===== src/rtl/data_mem_arbiter.sv =====
`default_nettype none
// ============================================================================
// Module   : data_mem_arbiter
// Brief    : Round-robin arbiter sharing one data-memory port between LSUs,
//            one transaction in flight. Optional DATA_MEM_ARB_WRITE_FIRST_EN
//            gives every pending write priority over every pending read.
// Revision : 1.0 - initial release
// ============================================================================
module data_mem_arbiter #(
    parameter int NUM_CONSUMERS      = 4,
    parameter int DATA_MEM_ADDR_BITS = 8,
    parameter int DATA_MEM_DATA_BITS = 8
) (
    input  logic                                         clk,
    input  logic                                         reset,
    input  logic [NUM_CONSUMERS-1:0]                     consumer_read_valid,
    input  logic [NUM_CONSUMERS*DATA_MEM_ADDR_BITS-1:0]  consumer_read_address,
    output logic [NUM_CONSUMERS-1:0]                     consumer_read_ready,
    output logic [NUM_CONSUMERS*DATA_MEM_DATA_BITS-1:0]  consumer_read_data,
    input  logic [NUM_CONSUMERS-1:0]                     consumer_write_valid,
    input  logic [NUM_CONSUMERS*DATA_MEM_ADDR_BITS-1:0]  consumer_write_address,
    input  logic [NUM_CONSUMERS*DATA_MEM_DATA_BITS-1:0]  consumer_write_data,
    output logic [NUM_CONSUMERS-1:0]                     consumer_write_ready,
    output logic                                         mem_read_valid,
    output logic [DATA_MEM_ADDR_BITS-1:0]                mem_read_address,
    input  logic                                         mem_read_ready,
    input  logic [DATA_MEM_DATA_BITS-1:0]                mem_read_data,
    output logic                                         mem_write_valid,
    output logic [DATA_MEM_ADDR_BITS-1:0]                mem_write_address,
    output logic [DATA_MEM_DATA_BITS-1:0]                mem_write_data,
    input  logic                                         mem_write_ready,
    output logic                                         busy
);

    localparam int c_N     = NUM_CONSUMERS;
    localparam int c_A     = DATA_MEM_ADDR_BITS;
    localparam int c_D     = DATA_MEM_DATA_BITS;
    localparam int c_PTR_W = $clog2(c_N);

    localparam logic [1:0] c_IDLE       = 2'd0;
    localparam logic [1:0] c_READ_WAIT  = 2'd1;
    localparam logic [1:0] c_WRITE_WAIT = 2'd2;
    localparam logic [1:0] c_RELAY      = 2'd3;

    localparam logic [c_PTR_W-1:0] c_LAST = c_PTR_W'(c_N - 1);

    logic [1:0]         r_state,         w_state_nxt;
    logic [c_PTR_W-1:0] r_grant,         w_grant_nxt;
    logic [c_PTR_W-1:0] r_rr_ptr,        w_rr_ptr_nxt;
    logic               r_is_read,       w_is_read_nxt;
    logic               r_mem_rd_valid,  w_mem_rd_valid_nxt;
    logic [c_A-1:0]     r_mem_rd_addr,   w_mem_rd_addr_nxt;
    logic               r_mem_wr_valid,  w_mem_wr_valid_nxt;
    logic [c_A-1:0]     r_mem_wr_addr,   w_mem_wr_addr_nxt;
    logic [c_D-1:0]     r_mem_wr_data,   w_mem_wr_data_nxt;
    logic [c_N-1:0]     r_cons_rd_ready, w_cons_rd_ready_nxt;
    logic [c_N*c_D-1:0] r_cons_rd_data,  w_cons_rd_data_nxt;
    logic [c_N-1:0]     r_cons_wr_ready, w_cons_wr_ready_nxt;
    logic               r_busy,          w_busy_nxt;

    logic               w_found;
    logic               w_sel_read;
    logic [c_PTR_W-1:0] w_sel;
    logic               w_req_low;

    // Requester index rr_ptr+k, wrapped modulo N (N need not be a power of 2).
    function automatic logic [c_PTR_W-1:0] f_wrap(input logic [c_PTR_W-1:0] base, input int k);
        int v_sum;
        v_sum = int'(base) + k;
        if (v_sum >= c_N) v_sum = v_sum - c_N;
        return c_PTR_W'(v_sum);
    endfunction

    always_comb begin
        w_found    = 1'b0;
        w_sel_read = 1'b0;
        w_sel      = '0;
`ifdef DATA_MEM_ARB_WRITE_FIRST_EN
        for (int k = 0; k < c_N; k++) begin
            if (!w_found && consumer_write_valid[f_wrap(r_rr_ptr, k)]) begin
                w_found    = 1'b1;
                w_sel_read = 1'b0;
                w_sel      = f_wrap(r_rr_ptr, k);
            end
        end
        for (int k = 0; k < c_N; k++) begin
            if (!w_found && consumer_read_valid[f_wrap(r_rr_ptr, k)]) begin
                w_found    = 1'b1;
                w_sel_read = 1'b1;
                w_sel      = f_wrap(r_rr_ptr, k);
            end
        end
`else
        for (int k = 0; k < c_N; k++) begin
            if (!w_found && (consumer_read_valid[f_wrap(r_rr_ptr, k)] ||
                             consumer_write_valid[f_wrap(r_rr_ptr, k)])) begin
                w_found    = 1'b1;
                w_sel_read = consumer_read_valid[f_wrap(r_rr_ptr, k)];
                w_sel      = f_wrap(r_rr_ptr, k);
            end
        end
`endif
    end

    assign w_req_low = r_is_read ? ~consumer_read_valid[r_grant] : ~consumer_write_valid[r_grant];

    always_comb begin
        w_state_nxt         = r_state;
        w_grant_nxt         = r_grant;
        w_rr_ptr_nxt        = r_rr_ptr;
        w_is_read_nxt       = r_is_read;
        w_mem_rd_valid_nxt  = r_mem_rd_valid;
        w_mem_rd_addr_nxt   = r_mem_rd_addr;
        w_mem_wr_valid_nxt  = r_mem_wr_valid;
        w_mem_wr_addr_nxt   = r_mem_wr_addr;
        w_mem_wr_data_nxt   = r_mem_wr_data;
        w_cons_rd_ready_nxt = r_cons_rd_ready;
        w_cons_rd_data_nxt  = r_cons_rd_data;
        w_cons_wr_ready_nxt = r_cons_wr_ready;

        case (r_state)
            c_IDLE: begin
                if (w_found) begin
                    w_grant_nxt   = w_sel;
                    w_is_read_nxt = w_sel_read;
                    if (w_sel_read) begin
                        w_mem_rd_valid_nxt = 1'b1;
                        w_mem_rd_addr_nxt  = consumer_read_address[int'(w_sel)*c_A +: c_A];
                        w_state_nxt        = c_READ_WAIT;
                    end else begin
                        w_mem_wr_valid_nxt = 1'b1;
                        w_mem_wr_addr_nxt  = consumer_write_address[int'(w_sel)*c_A +: c_A];
                        w_mem_wr_data_nxt  = consumer_write_data[int'(w_sel)*c_D +: c_D];
                        w_state_nxt        = c_WRITE_WAIT;
                    end
                end
            end
            c_READ_WAIT: begin
                if (r_mem_rd_valid && mem_read_ready) begin
                    w_mem_rd_valid_nxt                      = 1'b0;
                    w_mem_rd_addr_nxt                       = '0;
                    w_cons_rd_ready_nxt[r_grant]            = 1'b1;
                    w_cons_rd_data_nxt[int'(r_grant)*c_D +: c_D] = mem_read_data;
                    w_state_nxt                             = c_RELAY;
                end
            end
            c_WRITE_WAIT: begin
                if (r_mem_wr_valid && mem_write_ready) begin
                    w_mem_wr_valid_nxt           = 1'b0;
                    w_mem_wr_addr_nxt            = '0;
                    w_mem_wr_data_nxt            = '0;
                    w_cons_wr_ready_nxt[r_grant] = 1'b1;
                    w_state_nxt                  = c_RELAY;
                end
            end
            c_RELAY: begin
                // Held until the requester retires its valid; a dropped request exits at once.
                if (w_req_low) begin
                    w_cons_rd_ready_nxt = '0;
                    w_cons_rd_data_nxt  = '0;
                    w_cons_wr_ready_nxt = '0;
                    w_rr_ptr_nxt        = (r_grant == c_LAST) ? '0 : r_grant + 1'b1;
                    w_state_nxt         = c_IDLE;
                end
            end
            default: w_state_nxt = c_IDLE;
        endcase

        w_busy_nxt = (w_state_nxt != c_IDLE);
    end

    always_ff @(posedge clk) begin
        if (reset) begin
            r_state         <= c_IDLE;
            r_grant         <= '0;
            r_rr_ptr        <= '0;
            r_is_read       <= 1'b0;
            r_mem_rd_valid  <= 1'b0;
            r_mem_rd_addr   <= '0;
            r_mem_wr_valid  <= 1'b0;
            r_mem_wr_addr   <= '0;
            r_mem_wr_data   <= '0;
            r_cons_rd_ready <= '0;
            r_cons_rd_data  <= '0;
            r_cons_wr_ready <= '0;
            r_busy          <= 1'b0;
        end else begin
            r_state         <= w_state_nxt;
            r_grant         <= w_grant_nxt;
            r_rr_ptr        <= w_rr_ptr_nxt;
            r_is_read       <= w_is_read_nxt;
            r_mem_rd_valid  <= w_mem_rd_valid_nxt;
            r_mem_rd_addr   <= w_mem_rd_addr_nxt;
            r_mem_wr_valid  <= w_mem_wr_valid_nxt;
            r_mem_wr_addr   <= w_mem_wr_addr_nxt;
            r_mem_wr_data   <= w_mem_wr_data_nxt;
            r_cons_rd_ready <= w_cons_rd_ready_nxt;
            r_cons_rd_data  <= w_cons_rd_data_nxt;
            r_cons_wr_ready <= w_cons_wr_ready_nxt;
            r_busy          <= w_busy_nxt;
        end
    end

    assign consumer_read_ready  = r_cons_rd_ready;
    assign consumer_read_data   = r_cons_rd_data;
    assign consumer_write_ready = r_cons_wr_ready;
    assign mem_read_valid       = r_mem_rd_valid;
    assign mem_read_address     = r_mem_rd_addr;
    assign mem_write_valid      = r_mem_wr_valid;
    assign mem_write_address    = r_mem_wr_addr;
    assign mem_write_data       = r_mem_wr_data;
    assign busy                 = r_busy;

endmodule
`default_nettype wire


===== config.mk =====
export PLATFORM = sky130hd
export DESIGN_NAME = data_mem_arbiter
export DESIGN_NICKNAME = d
export VERILOG_FILES = /design/src/rtl/data_mem_arbiter.sv
export SDC_FILE = /design/constraint.sdc
export NUM_CORES = 1
export LEC_CHECK = 0
export BUFFER_PORTS_ARGS = -buffer_cell sky130_fd_sc_hd__buf_2
export CAP_MARGIN = 20
export CORE_MARGIN = 4
export CORE_UTILIZATION = 30
export CTS_CLUSTER_DIAMETER = 150
export CTS_CLUSTER_SIZE = 25
export DETAILED_ROUTE_END_ITERATION = 16
export GPL_TIMING_DRIVEN = 0
export PLACE_DENSITY = 0.64
export RECOVER_POWER = 25
export REMOVE_ABC_BUFFERS = 1
export SYNTH_ARGS = -nofsm -noshare
export SYNTH_HDL_FRONTEND = slang
export SYNTH_SLANG_ARGS = --single-unit
export TNS_END_PERCENT = 10

===== constraint.sdc =====
create_clock -name clk -period 2.9 [get_ports clk]
set_input_delay 0.29 -clock clk [delete_from_list [all_inputs] [get_ports clk]]
set_output_delay 0.29 -clock clk [all_outputs]
set_load 0.02 [all_outputs]

==> results.sh <==
export IMPL_area_growth_pct=33.8
export IMPL_slowest_stage="mux4_2"
export IMPL_drt_pass1_iter_count=4
export IMPL_synth_seq_area_share_pct=35.9
export IMPL_clkLatencyLatePin_ns=0.34
export IMPL_dp_hpwl_um=10100
export IMPL_synth_cells=452
export IMPL_postRouteAntennaNets=0
export IMPL_syn_area_per_cell_um2=9.13
export IMPL_clk_pin_slew_ns=0.06
export IMPL_avgRoutedWirePerCell_um=17.4
export IMPL_place_gp_congestion=0.900
export IMPL_drt_vias_per_instance=5.32
export IMPL_synth_async_reset_ratio_pct=0
export IMPL_p_leak_nw=2.44
export IMPL_timing_max_cap_violations=0
export IMPL_start_util_pct=30.9
export IMPL_slowest_delay_ns=0.55
export IMPL_numCtsBuffers=9
export IMPL_coreArea_mm2=0.0133
export IMPL_endpoint_kind="flop"
export IMPL_htreeDepth=3
export IMPL_p_per_area_mw_per_mm2=535
export IMPL_r2r_slack_ns=0.11
export IMPL_syn_area_mm2=0.00413
export IMPL_tightest_slew_ns=1.03
export IMPL_instances_no_fill=806
export IMPL_grt_pass1_vias=4145
export IMPL_max_freq_mhz=359
export IMPL_hold_path_class="primary input to flop"
export IMPL_crit_fanout=38
export IMPL_start_kind="flop"
export IMPL_crit_family="compound AO/OA/AOI/OAI gates"
export IMPL_clock_root_buffer="clkbuf_16"
export IMPL_critical_path_class="flop to flop"
export IMPL_outcome="finished, final reports clean"
export IMPL_dp_cells=779
export IMPL_synth_cell_types=53
export IMPL_grt_max_degree=55
export IMPL_ir_drop_mv=0.245
export IMPL_relSlewSlack_pct=31.1
export IMPL_hold_slack_ns=0.251
export IMPL_yosysWarnings=0
export IMPL_min_delay_start="mem_read_data[1]"
export IMPL_vias=4287
export IMPL_synth_edf_count=0
export IMPL_grt_overflow=0
export IMPL_totalWireLength_um=14000
export IMPL_io_buffers=182
export IMPL_skew_ns=0.00452
export IMPL_cp_data_required_time_ns=3.11
export IMPL_hold_viol=0
export IMPL_worstPathArrival_ns=3.00
export IMPL_cts_buffer_depth=2
export IMPL_r2r_start="r_rr_ptr[0]"
export IMPL_antenna_found_initial=0
export IMPL_cts_sinks=74
export IMPL_rr_worst_depth=7
export IMPL_synth_seq_cells=74
export IMPL_fin_crit_ns=2.79
export IMPL_hold_path_depth=3
export IMPL_die_h_um=125
export IMPL_hold_end="consumer_read_data[1]"
export IMPL_ys_flop_type="dfxtp_1"
export IMPL_track_usage_pct=17.3
export IMPL_pin_count=183
export IMPL_cts_tree="yes"
export IMPL_die_area_mm2=0.0157
export IMPL_cp_num_buf_inv=1
export IMPL_grt_pass1_wl_um=22000
export IMPL_finalSetupTns_ns=0
export IMPL_crit_chain="mux4_2 > o22a_1 > a311oi_4 > o21a_4 > buf_12 > mux2i_1 > o211ai_1"
export IMPL_setup_violations=0
export IMPL_layout_drive_gt1_share_pct=33.7
export IMPL_r2r_end="mem_read_address[3]"
export IMPL_fin_crit_sh_pct=96.1
export IMPL_drc=0
export IMPL_rows=42
export IMPL_drtIter0Drc=199
export IMPL_nets=745
export IMPL_rsz0062_at_grt="yes"
export IMPL_die_w_um=125
export IMPL_fin_total_pwr_mw=2.95
export IMPL_final_util_pct=41.4
export IMPL_final_max_slew_viol_count=0
cell type report:
cell class	instances	area, um^2
Fill cell	1344	7830
Multi-Input combinational cell	311	2410
Antenna cell	1	2.50
Clock buffer	10	239
Sequential cell	74	1490
Clock inverter	5	31.3
Timing Repair inverter	1	5.00
Inverter	32	124
Tap cell	176	220
Timing Repair Buffer	196	1000
cell usage after synthesis (5+ instances only):
library cell / number / share of area [%]
nor3_1: 5 / 0.61
a21oi_1: 18 / 2.2
o211ai_1: 44 / 8.0
a22oi_1: 23 / 4.2
nand2_1: 21 / 1.9
mux4_2: 8 / 4.4
inv_1: 32 / 2.9
and2_1: 8 / 1.2
clkbuf_1: 20 / 1.8
nand3b_1: 8 / 1.5
mux2i_1: 34 / 8.2
o2111ai_1: 25 / 5.3
dfxtp_1: 74 / 36
nor2_1: 56 / 5.1
sequential cells by signal, indices dropped and copies added (netlist names):
name	count
consumer_read_data	32
r_rr_ptr	2
r_is_read	1
r_state	2
mem_write_valid	1
mem_write_address	8
busy	1
mem_read_valid	1
mem_read_address	8
consumer_write_ready	4
consumer_read_ready	4
r_grant	2
mem_write_data	8
how the worst max path moves through the flow:
| stage | startpoint | end | cells after the start |
|---|---|---|---|
| 6_report | r_rr_ptr[0] | mem_read_address[3] | 7 |
| 3_5_place_dp | r_rr_ptr[0] | mem_read_address[3] | 7 |
| 5_1_grt | r_rr_ptr[0] | mem_read_address[3] | 7 |
| 2_1_floorplan | r_rr_ptr[0] | mem_write_address[3] | 6 |
| 3_3_place_gp | r_rr_ptr[0] | mem_read_address[3] | 6 |
| 4_1_cts | r_rr_ptr[0] | mem_read_address[3] | 7 |
cell families (layout without fill, tap and decap cells):
group,Yosys count,after routing,share of synthesized area [%]
fa+ha+maj,4,4,1.21
flops,74,74,35.9
mux,46,46,13.7
compound gates,140,141,27.5
buf+inv,68,244,7.82
simple gates,120,120,13.8
other cells,0,1,0
per-layer routing:
| metal | global-route usage [%] | share of wire, % | vias up |
|---|---|---|---|
| met2 | 28.4 | 47 | 208 |
| li1 | - | - | 2042 |
| met4 | 5.61 | 1.3 | 0 |
| met5 | 0 | 0 | - |
| met1 | 21.5 | 42 | 2020 |
| met3 | 5.76 | 10 | 17 |
worst register-to-register path, stage by stage (launching register included):
cell,delay (ns)
dfxtp_4,0.45
mux4_2,0.55
o22a_1,0.35
a311oi_4,0.34
o21a_4,0.29
buf_12,0.27
mux2i_1,0.31
o211ai_1,0.10
report_power, final:
part	switching [mW]	total [mW]	internal [mW]	leakage (nW)
sequential	0.0637	1.16	1.09	0.603
combinational	0.466	0.765	0.299	1.71
clock	0.438	1.03	0.594	0.134
total	0.968	2.95	1.99	2.44
metrics by stage:
stage | setup slack (ns) | cell area (um^2)
after global placement | -2.68 | 5050
after CTS | -0.00731 | 5510
after detailed placement | -1.22 | 5130
after floorplan | -1.50 | 3920
after global routing | -0.0179 | 5520
final | 0.114 | 5520
timing repair:
item                                    4_1_cts  5_1_grt
endpoints found under the setup margin       35       36
resized for setup                            14        3
setup buffers                                 3        6
gates cloned                                  2        0
pin swaps                                     1        0
hold buffers                                  0        0
cells in the final DEF, fill, tap and decap left out, drive strengths merged, types with 3 or more instances in the layout:
| cell type | count |
|---|---|
| or4 | 3 |
| ha | 4 |
| mux4 | 8 |
| o2111ai | 25 |
| nand2b | 3 |
| a311oi | 3 |
| o211ai | 48 |
| nand2 | 21 |
| mux2i | 34 |
| a22oi | 23 |
| clkinv | 4 |
| a211oi | 3 |
| a21oi | 19 |
| nor3 | 5 |
| clkbuf | 45 |
| nand3b | 8 |
| o21ai | 3 |
| nand3 | 4 |
| inv | 31 |
| o21a | 3 |
| mux2 | 4 |
| nor2 | 56 |
| dfxtp | 74 |
| buf | 161 |
| clkinvlp | 3 |
| and2 | 8 |
| nor2b | 3 |
Power figures use the tool's default switching activity.
